File: config.mk
export PLATFORM = sky130hd
export DESIGN_NAME = program_builder
export DESIGN_NICKNAME = d
export VERILOG_FILES = /design/src/rtl/program_builder.sv
export SDC_FILE = /design/constraint.sdc
export NUM_CORES = 1
export LEC_CHECK = 0
export BUFFER_PORTS_ARGS = -buffer_cell sky130_fd_sc_hd__buf_2
export CAP_MARGIN = 40
export CORE_MARGIN = 4
export CORE_UTILIZATION = 45
export DETAILED_ROUTE_END_ITERATION = 12
export GPL_TIMING_DRIVEN = 0
export PLACE_DENSITY = 0.72
export SLEW_MARGIN = 20
export SYNTH_ARGS = -nofsm -noshare
export SYNTH_HDL_FRONTEND = slang
export SYNTH_SLANG_ARGS = --single-unit
File: constraint.sdc
create_clock -name clk -period 3.85 [get_ports clk]
set_input_delay 0.1925 -clock clk [delete_from_list [all_inputs] [get_ports clk]]
set_output_delay 0.1925 -clock clk [all_outputs]
set_load 0.1 [all_outputs]
File: src/rtl/program_builder.sv
// program_builder: synchronises and debounces the mode/level/start keys and builds
// the packed phase-time word for the run countdown while the controller is in set.
module program_builder #(
    parameter int DEBOUNCE = 4
) (
    input  logic        clk,
    input  logic        rst_n,
    input  logic [2:0]  state,
    input  logic        modeKey,
    input  logic        levelKey,
    input  logic        startKey,
    output logic [25:0] data,
    output logic [2:0]  mode,
    output logic [2:0]  level,
    output logic [6:0]  totalTime,
    output logic        startReq
);
    localparam int CW = $clog2(DEBOUNCE + 1);
    localparam logic [CW-1:0] LAST = CW'(DEBOUNCE - 1);
    localparam logic [25:0] RST_DATA = 26'h1CA6D93;
    logic [2:0] raw, s1, s2, db, acc, press;
    logic [CW-1:0] cnt [3];
    logic in_set, wash, rinse, quick;
    logic [2:0] f7, f5, f4, f3, f1, f0;
    logic [3:0] f6, f2;
    logic [25:0] nxt_data;
    logic [6:0] nxt_total;

    assign raw = {startKey, levelKey, modeKey};
    assign in_set = state == 3'd2;

    // a level is accepted on the DEBOUNCE-th consecutive sample that differs from it
    always_comb begin
        for (int i = 0; i < 3; i++) acc[i] = (s2[i] != db[i]) && (cnt[i] == LAST);
        press = acc & s2;
    end

    always_ff @(posedge clk) begin
        if (!rst_n) begin
            s1 <= '0;
            s2 <= '0;
            db <= '0;
            for (int i = 0; i < 3; i++) cnt[i] <= '0;
        end else begin
            s1 <= raw;
            s2 <= s1;
            db <= db ^ acc;
            for (int i = 0; i < 3; i++) cnt[i] <= (s2[i] == db[i] || acc[i]) ? '0 : cnt[i] + 1'b1;
        end
    end

    always_comb begin
        wash      = mode == 3'd0 || mode == 3'd1;
        rinse     = mode == 3'd0 || mode == 3'd2;
        quick     = mode == 3'd4;
        f7        = (wash || quick) ? level : 3'd0;
        f6        = wash ? 4'd9 : quick ? 4'd4 : 4'd0;
        f5        = wash ? 3'd2 : quick ? 3'd1 : 3'd0;
        f4        = mode == 3'd0 ? 3'd3 : 3'd0;
        f3        = (rinse || quick) ? level : 3'd0;
        f2        = rinse ? 4'd6 : quick ? 4'd3 : 4'd0;
        f1        = rinse ? 3'd2 : quick ? 3'd1 : 3'd0;
        f0        = (rinse || mode == 3'd3) ? 3'd3 : quick ? 3'd2 : 3'd0;
        nxt_data  = {f7, f6, f5, f4, f3, f2, f1, f0};
        nxt_total = 7'(f7) + 7'(f6) + 7'(f5) + 7'(f4) + 7'(f3) + 7'(f2) + 7'(f1) + 7'(f0);
    end

    always_ff @(posedge clk) begin
        if (!rst_n) begin
            mode      <= 3'd0;
            level     <= 3'd3;
            startReq  <= 1'b0;
            data      <= RST_DATA;
            totalTime <= 7'd31;
        end else begin
            startReq  <= in_set && press[2];
            data      <= nxt_data;
            totalTime <= nxt_total;
            if (in_set && press[0]) mode <= (mode == 3'd4) ? 3'd0 : mode + 3'd1;
            if (in_set && press[1]) level <= (level == 3'd5) ? 3'd1 : level + 3'd1;
        end
    end
endmodule

==> results.toml <==
[power_and_ir_drop]
p_seq_share_pct = 52.7
p_sw_w = 0.000213
p_int_w = 0.000678
report.power.total_w = 0.000890
comb_power_share_pct = 6.1
swShare_pct = 23.9
ir_drop_mv = 0.224
power_density_mw_per_mm2 = 314
clkPwrFrac_pct = 41.2
p_leak_nw = 1.26

[clock_tree]
htree_levels = 2
cts_tree = "yes"
postCtsHoldBufs = 0
clkTransAtPathRegs_ns = 0.09
clockRootBuffer = "clkbuf_8"
cts_made_buffers = 5
cts_sinks = 45
clk_latency_ns = 0.30
cts_buffer_depth = 2

[global_routing]
top_usage_layer = "met2"
track_usage_pct = 14.8
grt_pass1_vias = 1647
use_met3_pct = 3.90
met1_usage_pct = 17.7
grt_pass1_wl_mm = 7.22
grt_max_degree = 17
antenna_found_initial = 0
grt_overflow = 0
met2_usage_pct = 25.9

[worst_setup_path]
setup.worst_path.start_class = "flop"
worstPathRequired_ns = 4.05
reg2reg_to = "totalTime[4]$_SDFF_PN1_"
end_kind = "flop"
cp.arrival_ns = 3.98
cp_slowest_cell = "fa_1"
path_buf_inv = 4
reg2reg_from = "mode[1]$_SDFFE_PN0P_"
cp_max_fo = 4
path_common_cell = "fa_1"
reg2reg_slack_ns = 0.07
critPathKind = "flop to flop"
reg2reg_depth = 16
crit_chain = "inv_4 > ha_4 > nor2b_4 > nor2_4 > nor2_2 > fa_1 > inv_1 > fa_1 > inv_2 > fa_1 > ha_2 > inv_2 > fa_2 > nand2b_4 > a21oi_4 > mux2_4"
cpLargestDelayFamily = "adder cells"
slowest_delay_ns = 0.54

[final_layout]
regArea_um2 = 911
layout_commonest_cell = "buf_2"
diodes = 0
layout_common_cells = "42 x buf_2, 41 x dfxtp_1, 23 x inv_1, 23 x nor2_1, 22 x buf_4"
fin_nets = 336
fillers = 425
drive_above_1_share_pct = 33.8
stdcell_area_mm2 = 0.00284
syn2layout_area_growth_pct = 28.5
multi_input_area_mm2 = 0.00122

[placement]
gp_congestion = 0.754
hpwl_mm = 2.98
io_buffers = 40
post-place-ws_ns = -0.127
place_area_mm2 = 0.00263

[sta]
whs_ns = 0.0928
fmax_ghz = 0.264
fin_skew_ns = 0.00585
setup_ws_ns = 0.0660
final_hold_viol_count = 0
report.final.slew_viol_count = 0
layout_min_cycle_time_ns = 3.78
period_share_pct = 98.3
rsz0062_at_grt = "yes"
setup_viol = 0

[die]
dieArea_mm2 = 0.00610
core_area_mm2 = 0.00475
initial_utilization_pct = 46.5
die_h_um = 78.1
die_w_um = 78.1
num_rows = 25
io_pins = 48

[route]
vias = 1657
wirelength_mm = 4.03
drt_iter0_drc = 87
wire_per_inst_um = 11.0
ant_nets = 0
viasPerCell = 4.53
drt_pass1_iterations = 4
route.detailed.drc = 0

[yosys]
avgSynthCellArea_um2 = 9.36
ys_seq_area_share_pct = 40.8
synth.distinct_cells = 35
ys_warn_count = 0
ys_ff_latch = 45
netlist_area_mm2 = 0.00221
synthesis.instances = 236

[hold_path]
min_to = "s1[0]$_SDFF_PN0_"
hp-class = "primary input to flop"
min_from = "modeKey"
holdPathStages = 2

[flow_run]
drv_cap = 0

[run_status]
status = "complete, no violations"
==> through the flow <==
stage          instances  TNS (ns)  util [%]
3_5_place_dp         349    -0.127      55.3
5_1_grt              366   -0.0714      59.7
4_1_cts              364         0      59.2
6_report             366         0      59.7
2_1_floorplan        242    -0.165         -
3_3_place_gp         349    -0.109      55.3
==> routing by layer <==
metal  up-vias  part of all wire, %
li1        860                    -
met1       757                   43
met2        34                   50
met3         6                  5.6
met4         0                  1.4
met5         -                    0
==> synthesized netlist by cell type (all sizes together) <==
cell     instances  area, um^2
inv             28         105
ha              20         250
or2              2        12.5
xnor2            4        35.0
nand2b           7        43.8
o21ai           12        60.1
mux2i            5        50.1
or3              3        18.8
or3b             1        8.76
conb             1        3.75
nor4             1        6.26
nor2b            1        6.26
and2             6        37.5
or4              2        15.0
xor2             1        8.76
nand3b           2        15.0
o21a             1        7.51
buf             14         103
nand2           17        63.8
nand3            4        20.0
o32ai            1        8.76
a21oi            7        35.0
nor2            27         101
a21o             2        15.0
dfxtp           45         901
clkbuf           6        22.5
a2111oi          1        8.76
fa              10         200
nor3             1        10.0
a211o            1        8.76
o21bai           1        7.51
nand4b           1        8.76
mux2             1        11.3
==> cells by family (layout without fill, tap and decap cells) <==
family | after synthesis | in the layout | share of synthesized area [%]
simple gates | 75 | 75 | 16.6
xor+xnor | 5 | 5 | 1.98
compound gates | 26 | 26 | 6.85
mux | 6 | 6 | 2.77
other cells | 1 | 7 | 0.170
flops | 45 | 45 | 40.8
fa+ha+maj | 30 | 30 | 20.4
buf+inv | 48 | 105 | 10.4
==> layout make-up <==
type,instances,area share (%)
buffer,19,4.32
clock buffer,5,2.42
clock inverter,3,1.67
inverter,28,3.88
multi-input combinational,149,43.1
sequential,45,32.1
tap,67,2.95
timing repair buffer,50,9.60
==> power by group through the flow <==
| stage | sequential (W) | combinational, W | clock, W |
|---|---|---|---|
| after global routing | 0.000470 | 0.0000591 | 0.000403 |
| final | 0.000469 | 0.0000545 | 0.000367 |
| after floorplan | 0.000480 | 0.0000465 | 0 |
| after CTS | 0.000469 | 0.0000547 | 0.000375 |
| after global placement | 0.000480 | 0.0000540 | 0 |
| after detailed placement | 0.000480 | 0.0000546 | 0 |
==> repair_timing <==
item                                    CTS  global route
buffers inserted                          7             3
endpoints found under the setup margin    2             2
pin swaps                                 5             7
hold endpoints to repair                  0             0
resized for setup                         4             7
==> registers in the layout, summed over array words and instances, names as in the netlist, named ones only <==
register,count
cnt,9
level,3
s2,3
s1,3
mode,3
totalTime,6
data,14
startReq,1
==> how the worst max path moves through the flow <==
| stage | start | end | slack, ns | depth (start not counted) |
|---|---|---|---|---|
| 2_1_floorplan | mode[1]$_SDFFE_PN0P_ | totalTime[4]$_SDFF_PN1_ | -0.16 | 16 |
| 3_3_place_gp | mode[1]$_SDFFE_PN0P_ | totalTime[4]$_SDFF_PN1_ | -0.11 | 16 |
| 3_5_place_dp | mode[1]$_SDFFE_PN0P_ | totalTime[4]$_SDFF_PN1_ | -0.13 | 16 |
| 4_1_cts | mode[0]$_SDFFE_PN0P_ | totalTime[4]$_SDFF_PN1_ | 0.03 | 16 |
| 5_1_grt | mode[1]$_SDFFE_PN0P_ | totalTime[4]$_SDFF_PN1_ | -0.07 | 16 |
| 6_report | mode[1]$_SDFFE_PN0P_ | totalTime[4]$_SDFF_PN1_ | 0.07 | 16 |
Power figures use the tool's default switching activity.
